[src/rtl/ahbl_arb_pkg.sv]
// ahbl_arb_pkg: shared constants and types for the two-master AHB-Lite arbiter.
//   - HTRANS encodings (IDLE/BUSY/NONSEQ/SEQ)
//   - master index constants M1 (IFU) = 0, M2 (LSU) = 1
//   - hold_entry_t: address-phase attributes captured per master
//   - is_req(): true when an HTRANS value carries a transfer request
package ahbl_arb_pkg;

  localparam logic [1:0] HTRANS_IDLE   = 2'b00;
  localparam logic [1:0] HTRANS_BUSY   = 2'b01;
  localparam logic [1:0] HTRANS_NONSEQ = 2'b10;
  localparam logic [1:0] HTRANS_SEQ    = 2'b11;

  localparam logic M1 = 1'b0;
  localparam logic M2 = 1'b1;

  // Address width carried by a hold entry; the arbiter's AW must match.
  localparam int ARB_AW = 32;

  typedef struct packed {
    logic [ARB_AW-1:0] addr;
    logic [2:0]        size;
    logic              write;
  } hold_entry_t;

  // NONSEQ and SEQ both request a transfer; IDLE and BUSY do not.
  function automatic logic is_req(input logic [1:0] htrans);
    logic r;
    r = 1'b0;
    case (htrans)
      HTRANS_IDLE, HTRANS_BUSY: r = 1'b0;
      HTRANS_NONSEQ, HTRANS_SEQ: r = 1'b1;
      default: r = 1'b0;
    endcase
    return r;
  endfunction

endpackage

[src/rtl/ahbl_arbiter_2m1s_if.sv]
// ahbl_arbiter_2m1s_if: all bus-side signals of the 2-master/1-slave arbiter.
//   *_M1 / *_M2 : per-master AHB-Lite ports (IFU, LSU)
//   H*          : the shared AHB-Lite port toward the slave
// Modports:
//   master : arbiter view (it masters the shared bus and answers the cores)
//   slave  : environment view (cores and slave driving/observing the arbiter)
interface ahbl_arbiter_2m1s_if #(
  parameter int AW = 32,
  parameter int DW = 64
);
  logic [AW-1:0] HADDR_M1,  HADDR_M2;
  logic [1:0]    HTRANS_M1, HTRANS_M2;
  logic          HWRITE_M1, HWRITE_M2;
  logic [2:0]    HSIZE_M1,  HSIZE_M2;
  logic [DW-1:0] HWDATA_M1, HWDATA_M2;
  logic          HREADY_M1, HREADY_M2;
  logic [DW-1:0] HRDATA_M1, HRDATA_M2;

  logic [AW-1:0] HADDR;
  logic [1:0]    HTRANS;
  logic          HWRITE;
  logic [2:0]    HSIZE;
  logic [DW-1:0] HWDATA;
  logic [DW-1:0] HRDATA;
  logic          HREADY;

  modport master (
    input  HADDR_M1, HADDR_M2, HTRANS_M1, HTRANS_M2, HWRITE_M1, HWRITE_M2,
           HSIZE_M1, HSIZE_M2, HWDATA_M1, HWDATA_M2, HRDATA, HREADY,
    output HREADY_M1, HREADY_M2, HRDATA_M1, HRDATA_M2,
           HADDR, HTRANS, HWRITE, HSIZE, HWDATA
  );

  modport slave (
    output HADDR_M1, HADDR_M2, HTRANS_M1, HTRANS_M2, HWRITE_M1, HWRITE_M2,
           HSIZE_M1, HSIZE_M2, HWDATA_M1, HWDATA_M2, HRDATA, HREADY,
    input  HREADY_M1, HREADY_M2, HRDATA_M1, HRDATA_M2,
           HADDR, HTRANS, HWRITE, HSIZE, HWDATA
  );
endinterface

[src/rtl/ahbl_hold_reg.sv]
// ahbl_hold_reg: one-entry address hold register for one master.
//   clk, rst : clock, synchronous active-high reset
//   cap      : capture din (master address phase accepted)
//   clr      : entry issued to the bus, drop it
//   din      : address-phase attributes from the master
//   hv_q     : entry valid (registered)
//   hv_d     : next-state valid, used by the arbiter to see same-edge captures
//   ent_q    : held entry
module ahbl_hold_reg
  import ahbl_arb_pkg::*;
(
  input  logic        clk,
  input  logic        rst,
  input  logic        cap,
  input  logic        clr,
  input  hold_entry_t din,
  output logic        hv_q,
  output logic        hv_d,
  output hold_entry_t ent_q
);

  hold_entry_t ent_d;

  // cap and clr never coincide: a valid entry holds the master's HREADY
  // low, so it cannot be re-captured on the edge it is issued.
  always_comb begin
    hv_d  = hv_q;
    ent_d = ent_q;
    if (cap) begin
      hv_d  = 1'b1;
      ent_d = din;
    end else if (clr) begin
      hv_d  = 1'b0;
    end
  end

  always_ff @(posedge clk) begin
    if (rst) begin
      hv_q  <= 1'b0;
      ent_q <= '0;
    end else begin
      hv_q  <= hv_d;
      ent_q <= ent_d;
    end
  end

endmodule

[src/rtl/ahbl_arbiter_2m1s.sv]
// ahbl_arbiter_2m1s: registered AHB-Lite arbiter sharing one slave port
// between the IFU (M1) and LSU (M2) masters.
// Ports:
//   HCLK   : clock
//   HRESET : synchronous active-high reset
//   bus    : ahbl_arbiter_2m1s_if.master (per-master ports + shared bus)
// Each master's address phase lands in its own hold register; held entries
// are issued one at a time into the bus address phase (aph), then tracked
// through the data phase (dph) so HREADY/HWDATA route to the right master.
// Build option:
//   AHB_ARB_RR_EN defined : round-robin on ties (last_grant register)
//   undefined             : fixed priority, M2 (LSU) wins ties
module ahbl_arbiter_2m1s
  import ahbl_arb_pkg::*;
#(
  parameter int AW = ARB_AW,
  parameter int DW = 64
) (
  input logic                  HCLK,
  input logic                  HRESET,
  ahbl_arbiter_2m1s_if.master  bus
);

  hold_entry_t req_ent [2];
  hold_entry_t ent_q   [2];
  hold_entry_t aph_ent;
  logic [1:0]  req_vld;
  logic [1:0]  hv_q, hv_d;
  logic [1:0]  cap, clr;
  logic [1:0]  hready_m;

  logic aph_valid_q, aph_valid_d;
  logic aph_owner_q, aph_owner_d;
  logic dph_valid_q, dph_valid_d;
  logic dph_owner_q, dph_owner_d;
  logic tie_win;

  logic [AW-1:0] haddr;
  logic [1:0]    htrans;
  logic          hwrite;
  logic [2:0]    hsize;
  logic [DW-1:0] hwdata;

  // ---------------------------------------------------------------------
  // Per-master capture / ready
  // ---------------------------------------------------------------------
  always_comb begin
    req_ent[M1] = '{addr: bus.HADDR_M1, size: bus.HSIZE_M1, write: bus.HWRITE_M1};
    req_ent[M2] = '{addr: bus.HADDR_M2, size: bus.HSIZE_M2, write: bus.HWRITE_M2};
    req_vld[M1] = is_req(bus.HTRANS_M1);
    req_vld[M2] = is_req(bus.HTRANS_M2);
    for (int i = 0; i < 2; i++) begin
      // A pending entry stalls its master; otherwise the master sees bus
      // HREADY only while its own transfer is in the bus data phase.
      hready_m[i] = 1'b1;
      if (hv_q[i]) begin
        hready_m[i] = 1'b0;
      end else if (dph_valid_q && (dph_owner_q == 1'(i))) begin
        hready_m[i] = bus.HREADY;
      end
      cap[i] = hready_m[i] & req_vld[i];
      clr[i] = bus.HREADY & aph_valid_q & (aph_owner_q == 1'(i));
    end
  end

  for (genvar i = 0; i < 2; i++) begin : g_hold
    ahbl_hold_reg u_hold (
      .clk   (HCLK),
      .rst   (HRESET),
      .cap   (cap[i]),
      .clr   (clr[i]),
      .din   (req_ent[i]),
      .hv_q  (hv_q[i]),
      .hv_d  (hv_d[i]),
      .ent_q (ent_q[i])
    );
  end

  // ---------------------------------------------------------------------
  // Tie-break policy
  // ---------------------------------------------------------------------
`ifdef AHB_ARB_RR_EN
  logic last_grant_q, last_grant_d;

  // The master not granted last wins a tie.
  assign tie_win = (last_grant_q == M2) ? M1 : M2;

  always_comb begin
    last_grant_d = last_grant_q;
    if (bus.HREADY && aph_valid_d) begin
      last_grant_d = aph_owner_d;
    end
  end

  always_ff @(posedge HCLK) begin
    if (HRESET) begin
      last_grant_q <= M2;
    end else begin
      last_grant_q <= last_grant_d;
    end
  end
`else
  assign tie_win = M2;
`endif

  // ---------------------------------------------------------------------
  // Address / data phase pipeline; advances only when the bus is ready.
  // hv_d already has the issued entry cleared and same-edge captures set,
  // so it is exactly the candidate set for the next address phase.
  // ---------------------------------------------------------------------
  always_comb begin
    aph_valid_d = aph_valid_q;
    aph_owner_d = aph_owner_q;
    dph_valid_d = dph_valid_q;
    dph_owner_d = dph_owner_q;
    if (bus.HREADY) begin
      dph_valid_d = aph_valid_q;
      dph_owner_d = aph_owner_q;
      aph_valid_d = |hv_d;
      case (hv_d)
        2'b01:   aph_owner_d = M1;
        2'b10:   aph_owner_d = M2;
        2'b11:   aph_owner_d = tie_win;
        default: aph_owner_d = aph_owner_q;
      endcase
    end
  end

  always_ff @(posedge HCLK) begin
    if (HRESET) begin
      aph_valid_q <= 1'b0;
      aph_owner_q <= M1;
      dph_valid_q <= 1'b0;
      dph_owner_q <= M1;
    end else begin
      aph_valid_q <= aph_valid_d;
      aph_owner_q <= aph_owner_d;
      dph_valid_q <= dph_valid_d;
      dph_owner_q <= dph_owner_d;
    end
  end

  // ---------------------------------------------------------------------
  // Shared bus outputs. Every issue is NONSEQ: no bursts are forwarded.
  // ---------------------------------------------------------------------
  assign aph_ent = ent_q[aph_owner_q];

  always_comb begin
    htrans = HTRANS_IDLE;
    haddr  = '0;
    hsize  = '0;
    hwrite = 1'b0;
    if (aph_valid_q) begin
      htrans = HTRANS_NONSEQ;
      haddr  = aph_ent.addr;
      hsize  = aph_ent.size;
      hwrite = aph_ent.write;
    end
  end

  // The data-phase master keeps driving its write data until its own
  // HREADY rises, so HWDATA can be muxed straight from the master port.
  always_comb begin
    hwdata = '0;
    if (dph_valid_q) begin
      hwdata = (dph_owner_q == M2) ? bus.HWDATA_M2 : bus.HWDATA_M1;
    end
  end

  assign bus.HTRANS    = htrans;
  assign bus.HADDR     = haddr;
  assign bus.HSIZE     = hsize;
  assign bus.HWRITE    = hwrite;
  assign bus.HWDATA    = hwdata;
  assign bus.HREADY_M1 = hready_m[M1];
  assign bus.HREADY_M2 = hready_m[M2];
  assign bus.HRDATA_M1 = bus.HRDATA;
  assign bus.HRDATA_M2 = bus.HRDATA;

endmodule

[src/flat_wrapper.sv]
// flat-port wrapper written by rule: the top's interface ports become plain ports
module ahbl_arbiter_2m1s_flat import ahbl_arb_pkg::*;
#(
  parameter int AW = ARB_AW,
  parameter int DW = 64
)
  (HCLK, HRESET, bus_HADDR_M1, bus_HADDR_M2, bus_HTRANS_M1, bus_HTRANS_M2, bus_HWRITE_M1, bus_HWRITE_M2, bus_HSIZE_M1, bus_HSIZE_M2, bus_HWDATA_M1, bus_HWDATA_M2, bus_HRDATA, bus_HREADY, bus_HREADY_M1, bus_HREADY_M2, bus_HRDATA_M1, bus_HRDATA_M2, bus_HADDR, bus_HTRANS, bus_HWRITE, bus_HSIZE, bus_HWDATA);
  ahbl_arbiter_2m1s_if #(.AW(AW), .DW(DW)) bus_i ();
  input logic HCLK;
  input logic HRESET;
  input wire logic [$bits(bus_i.HADDR_M1)-1:0] bus_HADDR_M1;
  input wire logic [$bits(bus_i.HADDR_M2)-1:0] bus_HADDR_M2;
  input wire logic [$bits(bus_i.HTRANS_M1)-1:0] bus_HTRANS_M1;
  input wire logic [$bits(bus_i.HTRANS_M2)-1:0] bus_HTRANS_M2;
  input wire logic [$bits(bus_i.HWRITE_M1)-1:0] bus_HWRITE_M1;
  input wire logic [$bits(bus_i.HWRITE_M2)-1:0] bus_HWRITE_M2;
  input wire logic [$bits(bus_i.HSIZE_M1)-1:0] bus_HSIZE_M1;
  input wire logic [$bits(bus_i.HSIZE_M2)-1:0] bus_HSIZE_M2;
  input wire logic [$bits(bus_i.HWDATA_M1)-1:0] bus_HWDATA_M1;
  input wire logic [$bits(bus_i.HWDATA_M2)-1:0] bus_HWDATA_M2;
  input wire logic [$bits(bus_i.HRDATA)-1:0] bus_HRDATA;
  input wire logic [$bits(bus_i.HREADY)-1:0] bus_HREADY;
  output wire logic [$bits(bus_i.HREADY_M1)-1:0] bus_HREADY_M1;
  output wire logic [$bits(bus_i.HREADY_M2)-1:0] bus_HREADY_M2;
  output wire logic [$bits(bus_i.HRDATA_M1)-1:0] bus_HRDATA_M1;
  output wire logic [$bits(bus_i.HRDATA_M2)-1:0] bus_HRDATA_M2;
  output wire logic [$bits(bus_i.HADDR)-1:0] bus_HADDR;
  output wire logic [$bits(bus_i.HTRANS)-1:0] bus_HTRANS;
  output wire logic [$bits(bus_i.HWRITE)-1:0] bus_HWRITE;
  output wire logic [$bits(bus_i.HSIZE)-1:0] bus_HSIZE;
  output wire logic [$bits(bus_i.HWDATA)-1:0] bus_HWDATA;
  assign bus_i.HADDR_M1 = bus_HADDR_M1;
  assign bus_i.HADDR_M2 = bus_HADDR_M2;
  assign bus_i.HTRANS_M1 = bus_HTRANS_M1;
  assign bus_i.HTRANS_M2 = bus_HTRANS_M2;
  assign bus_i.HWRITE_M1 = bus_HWRITE_M1;
  assign bus_i.HWRITE_M2 = bus_HWRITE_M2;
  assign bus_i.HSIZE_M1 = bus_HSIZE_M1;
  assign bus_i.HSIZE_M2 = bus_HSIZE_M2;
  assign bus_i.HWDATA_M1 = bus_HWDATA_M1;
  assign bus_i.HWDATA_M2 = bus_HWDATA_M2;
  assign bus_i.HRDATA = bus_HRDATA;
  assign bus_i.HREADY = bus_HREADY;
  assign bus_HREADY_M1 = bus_i.HREADY_M1;
  assign bus_HREADY_M2 = bus_i.HREADY_M2;
  assign bus_HRDATA_M1 = bus_i.HRDATA_M1;
  assign bus_HRDATA_M2 = bus_i.HRDATA_M2;
  assign bus_HADDR = bus_i.HADDR;
  assign bus_HTRANS = bus_i.HTRANS;
  assign bus_HWRITE = bus_i.HWRITE;
  assign bus_HSIZE = bus_i.HSIZE;
  assign bus_HWDATA = bus_i.HWDATA;
  ahbl_arbiter_2m1s #(.AW(AW), .DW(DW)) u_core (.HCLK(HCLK), .HRESET(HRESET), .bus(bus_i));
endmodule
[config.mk]
export PLATFORM = sky130hd
export DESIGN_NAME = ahbl_arbiter_2m1s_flat
export DESIGN_NICKNAME = d
export VERILOG_FILES = /design/src/rtl/ahbl_arb_pkg.sv /design/src/rtl/ahbl_arbiter_2m1s_if.sv /design/src/rtl/ahbl_hold_reg.sv /design/src/rtl/ahbl_arbiter_2m1s.sv /design/src/flat_wrapper.sv
export SDC_FILE = /design/constraint.sdc
export NUM_CORES = 1
export LEC_CHECK = 0
export CORE_AREA = 2 2 194 196
export CTS_BUF_LIST = sky130_fd_sc_hd__clkbuf_16
export CTS_CLUSTER_DIAMETER = 80
export DETAILED_ROUTE_END_ITERATION = 7
export DIE_AREA = 0 0 196 198
export DONT_BUFFER_PORTS = 1
export GPL_ROUTABILITY_DRIVEN = 0
export PLACE_DENSITY_LB_ADDON = 0.08
export SYNTH_ARGS = -nofsm -noshare
export SYNTH_HDL_FRONTEND = slang
export SYNTH_HIERARCHICAL = 1
export SYNTH_SLANG_ARGS = --single-unit
[constraint.sdc]
create_clock -name HCLK -period 2.2 [get_ports HCLK]
set_input_delay 0.22 -clock HCLK [delete_from_list [all_inputs] [get_ports HCLK]]
set_output_delay 0.22 -clock HCLK [all_outputs]
set_load 0.005 [all_outputs]
==> results.json, run 1 <==
{
  "min_period_ps": 1960,
  "criticalPathCategory": "register to output pin",
  "cp-startpoint": "u_core/dph_owner_q",
  "dieArea_sq_mm": 0.0388,
  "nNetsFinal": 760,
  "outcome": "finished clean",
  "synth.largest_area_cell": "mux2i_1",
  "crit_arrival_ps": 1740,
  "synthArstFlopShare_pct": 0,
  "grt_pass1_wl_um": 29600,
  "wl_per_cell_um": 23.0,
  "yosysMostFrequentCell": "mux2i_1",
  "period_share_pct": 89.2,
  "cpPeakStageDelay_ps": 450,
  "whs_ps": 22.0,
  "max_freq_ghz": 0.509,
  "final_max_slew_viol_count": 0,
  "maxSlewHeadroom_pct": 64.2,
  "tritoncts": "done",
  "ys_ff_latch": 78,
  "rows": 71,
  "vias": 3610,
  "post-place-cells": 938,
  "post-dp-hpwl_um": 17700,
  "ys_seq_area_share_pct": 27.5,
  "holdCritPathClass": "primary input to register",
  "ioPinCount": 503,
  "tns_ps": 0,
  "viasPerCell": 3.73,
  "grt.total_usage_pct": 11.0,
  "ctsResizeCount": 0,
  "initial_core_util_pct": 15.4,
  "cts.sinks": 78,
  "path_max_fanout": 25,
  "first_iter_violations": 150,
  "hold_viol": 0,
  "seq_area_sq_mm": 0.00157,
  "ys_warn_count": 6,
  "use_met3_pct": 6.64,
  "total_power_mw": 3.74,
  "path_clk_slew_ps": 60,
  "reg2reg_depth": 5,
  "io_buffers": 0,
  "cts-root-buf": "clkbuf_16",
  "multiInputGateArea_sq_mm": 0.00279,
  "netlist_instances": 622,
  "overflow": 0,
  "layout-drive-gt1-share_pct": 6.69,
  "synth_cell_types": 23,
  "slowest_stage": "mux2i_1",
  "fillers": 4212,
  "worst_pin_slew_ps": 537,
  "yosysTopAreaCellShare_pct": 30.4,
  "grt_busiest_layer": "met2",
  "crit_path_end_kind": "output pin",
  "syn_area_sq_mm": 0.00569,
  "antenna_cells": 0,
  "p_leak_nw": 1.90,
  "crit_end": "bus_HWDATA[9]",
  "rsz0062_at_grt": "no",
  "synth-edff-count": 0,
  "syn_to_final_growth_pct": -2.42,
  "final_util_pct": 15.0,
  "avgSynthCellArea_sq_um": 9.14,
  "htreeDepth": 3,
  "clock_path_buffers": 2,
  "yosys-top-cells-count": "mux2i_1 (173), buf_4 (137), nor2b_1 (100), dfxtp_1 (78), nor2_1 (77)",
  "ys_top_cells_by_area": "mux2i_1 (30%), dfxtp_1 (27%), buf_4 (18%)",
  "die_x_um": 196,
  "peakVddDrop_mv": 0.322,
  "startpoint_type": "register",
  "crit_required_ps": 1980,
  "drtPass1Iterations": 4,
  "cellPowerDensity_mw_per_mm2": 674,
  "path_cells": "buf_4 -> mux2i_1 -> nor2b_1",
  "antenna_found_initial": 2,
  "yosys_most_used_dff": "dfxtp_1",
  "drc_errors": 0,
  "wirelength_um": 22200,
  "grt_max_degree": 79,
  "r2r_slack_ps": 520,
  "r2r-start": "u_core/dph_valid_q",
  "grtUsageMet2_pct": 17.5,
  "core-area_sq_mm": 0.0370,
  "fin_skew_ps": 4.42,
  "clk_latency_ps": 350,
  "syn_nets": 893,
  "grt_pass1_vias": 3723,
  "use_met1_pct": 12.0,
  "cap_violations": 0,
  "drtAntennaViolNets": 0,
  "cts_hold_buf": 14,
  "setup_violations": 0,
  "postCtsSetupBuffers": 0,
  "r2r_end": "u_core/g_hold[0].u_hold/ent_q[21]",
  "die_h_um": 198,
  "finalNonFillerCells": 967,
  "cts_made_buffers": 9
}
-- layout by cell type, fill, tap and decap left out, drive strengths merged --
master / count
nor3b: 2
nor2b: 100
nand2b: 3
dfxtp: 78
inv: 5
clkinv: 4
bufinv: 1
clkbuf: 9
nand2: 4
nor2: 77
a21bo: 1
a31oi: 1
and3: 1
a211oi: 1
conb: 1
mux2i: 173
a311oi: 1
dlygate4sd3: 13
buf: 14
a21oi: 4
-- worst min-delay path by stage --
| stage | startpoint | end | slack (ps) | cells past startpoint |
|---|---|---|---|---|
| after detailed placement | HRESET | u_core/dph_valid_q | 310 | 1 |
| after CTS | bus_HADDR_M2[24] | u_core/g_hold[1].u_hold/ent_q[28] | 0.1 | 2 |
| after floorplan | HRESET | u_core/aph_owner_q | 290 | 1 |
| final | bus_HSIZE_M1[2] | u_core/g_hold[0].u_hold/ent_q[3] | 20 | 2 |
| after global placement | HRESET | u_core/dph_valid_q | 310 | 1 |
| after global routing | bus_HSIZE_M2[2] | u_core/g_hold[1].u_hold/ent_q[3] | 4 | 2 |
-- through the flow --
step	setup WS [ps]	cell area, sq um
6_report	237	5550
5_1_grt	144	5550
4_1_cts	166	5550
3_5_place_dp	513	5110
3_3_place_gp	522	5110
2_1_floorplan	457	5690
-- cell type report --
type	instances	share of cell area, %
multi-input cells	369	50.3
clock buffers	9	4.06
repair buffers	27	5.50
well taps	474	10.7
inverters	4	0.271
flip-flops and latches	78	28.2
clock inverters	6	0.947
-- registers in the layout, indices dropped and copies added, names as in the netlist --
name / cells
u_core/aph_owner_q: 1
u_core/aph_valid_q: 1
u_core/dph_owner_q: 1
u_core/dph_valid_q: 1
u_core/g_hold.u_hold/ent_q: 72
u_core/g_hold.u_hold/hv_q: 2
-- power breakdown --
| group | total [mW] | internal [mW] | switching (mW) |
|---|---|---|---|
| registers | 1.57 | 1.51 | 0.0545 |
| clock network | 1.49 | 0.861 | 0.632 |
| logic | 0.682 | 0.312 | 0.369 |
-- critical path: cells and delay by family, from the launching register on --
family	cells	cell delay, ps
buffers and inverters	1	380
flip-flops	1	370
multiplexers	1	450
AND/OR/NAND/NOR	1	170
-- layer usage --
metal  wire [um]  share of wire [%]  vias to the layer above
met2       10300                 46                      301
met1        8570                 39                     1634
met5         104               0.47                        -
li1            -                  -                     1634
met4         352                1.6                        6
met3        2930                 13                       35
-- cells by family after synthesis --
group	share of synthesized area (%)
AO/OA/AOI/OAI	1.03
buffers and inverters	23.8
flip-flops	27.5
multiplexers	30.4
other	0.0659
AND/OR/NAND/NOR	17.2
Power figures use the tool's default switching activity.
==> run 2: changes to the inputs <==
Settings changed: GPL_TIMING_DRIVEN from default to 0.
==> results.json, run 2 (same netlist as run 1, synthesis figures left out) <==
{
  "setup_violations": 0,
  "top_register": "u_core/g_hold.u_hold/ent_q",
  "final_max_slew_viol_count": 0,
  "hold_viol": 0,
  "path_max_fanout": 10,
  "drtAntennaViolNets": 0,
  "crit_required_ps": 2470,
  "place_area_sq_mm": 0.00628,
  "final_util_pct": 17.9,
  "io_buffers": 0,
  "antenna_found_initial": 5,
  "grt_pass1_vias": 4330,
  "max_freq_ghz": 0.492,
  "drtPass1Iterations": 4,
  "post-dp-hpwl_um": 22000,
  "tns_ps": 0,
  "cts.sinks": 78,
  "total_power_mw": 3.89,
  "top_regs": "u_core/g_hold.u_hold/ent_q: 72 flops, u_core/g_hold.u_hold/hv_q: 2 flops",
  "grt.total_usage_pct": 12.3,
  "layout_setup_ws_ps": 165,
  "die_h_um": 198,
  "die_x_um": 196,
  "min_period_ps": 2030,
  "p_leak_nw": 2.59,
  "worst_pin_slew_ps": 574,
  "grt_pass1_wl_um": 33700,
  "tritoncts": "done",
  "holdCritPathClass": "primary input to register",
  "path_clk_slew_ps": 60,
  "cts_made_buffers": 9,
  "initial_core_util_pct": 15.4,
  "dp_slack_ps": 124,
  "drc_errors": 0,
  "first_iter_violations": 118,
  "wl_per_cell_um": 23.0,
  "grt_max_degree": 14,
  "htreeDepth": 3,
  "cellPowerDensity_mw_per_mm2": 590,
  "criticalPathCategory": "register to register",
  "crit_arrival_ps": 2310,
  "rows": 71,
  "final_common_cell": "mux2i_1",
  "period_share_pct": 92.5,
  "syn_to_final_growth_pct": 16.0,
  "viasPerCell": 3.79,
  "maxSlewHeadroom_pct": 61.8,
  "dieArea_sq_mm": 0.0388,
  "layout-drive-gt1-share_pct": 29.0,
  "peakVddDrop_mv": 0.331,
  "fin_skew_ps": 6.26,
  "final_area_sq_mm": 0.00660,
  "clock_path_buffers": 2,
  "wirelength_um": 25700,
  "nNetsFinal": 908,
  "finalNonFillerCells": 1119,
  "largest_reg_flops": 72,
  "cap_violations": 0,
  "startpoint_type": "register",
  "overflow": 0,
  "crit_path_end_kind": "register",
  "whs_ps": 24.1,
  "post-place-cells": 1096,
  "clk_latency_ps": 340,
  "cts-root-buf": "clkbuf_16",
  "ioPinCount": 503,
  "vias": 4241,
  "core-area_sq_mm": 0.0370,
  "mostFrequentLayoutCells": "mux2i_1 (173), buf_4 (141), nor2b_1 (100)",
  "outcome": "finished clean",
  "rsz0062_at_grt": "no"
}
==> run 2: changes by cell type in the layout (fill, tap and decap cells not counted), moves of 3 or more <==
cell	delta
buf_12	+3
dfxtp_1	+3
diode_2	+3
buf_4	+132
buf_2	+11
dlygate4sd3_1	-12
clkbuf_1	+6
clkinv_1	-3
buf_6	+4
==> run 2: critical path: stages, from the launching register on <==
cell and delay [ps]:
dfxtp_1 500, buf_2 280, nor3b_2 260, nor3b_2 80
buf_6 170, buf_12 170, inv_1 70, nand2_1 60
a21bo_2 210, a21oi_1 150
==> run 2: cell type report <==
class | count | area (sq um)
Fill cell | 4189 | 30400
Multi-Input combinational cell | 369 | 2780
Sequential cell | 78 | 1560
Buffer | 170 | 1330
Tap cell | 474 | 593
Clock buffer | 9 | 225
Clock inverter | 7 | 42.5
Timing Repair Buffer | 5 | 40.0
Inverter | 4 | 15.0
Antenna cell | 3 | 7.51
==> run 2: final timing paths <==
check                                   startpoint                           endpoint  slack, ps  depth (start not counted)
setup / recovery                u_core/dph_valid_q                 u_core/aph_owner_q        170                          9
hold / removal                     bus_HADDR_M2[9]  u_core/g_hold[1].u_hold/ent_q[13]         20                          2
setup reg to reg                u_core/dph_valid_q                 u_core/aph_owner_q        170                          9
hold reg to reg   u_core/g_hold[0].u_hold/ent_q[4]   u_core/g_hold[0].u_hold/ent_q[4]        490                          2
==> run 2: repair_timing <==
item                       CTS  global route
resized for setup            0             1
setup endpoints to repair    0             3
hold buffers                 1             0
buffers inserted             0             4
hold endpoints to repair     4             0
==> run 2: per-layer routing <==
layer  share of wire [%]  global-route usage [%]  vias up
met2                  50                    21.0      239
met1                  39                    13.9     2048
met4                 1.1                    3.14        4
met3                  10                    5.50       18
li1                    -                       -     1932
met5                0.11                       0        -
==> run 2: power by group <==
| part | internal [mW] | total (mW) | switching (mW) |
|---|---|---|---|
| combinational | 0.480 | 0.943 | 0.463 |
| clock | 0.756 | 1.38 | 0.627 |
| sequential | 1.51 | 1.57 | 0.0543 |
| total | 2.75 | 3.89 | 1.14 |
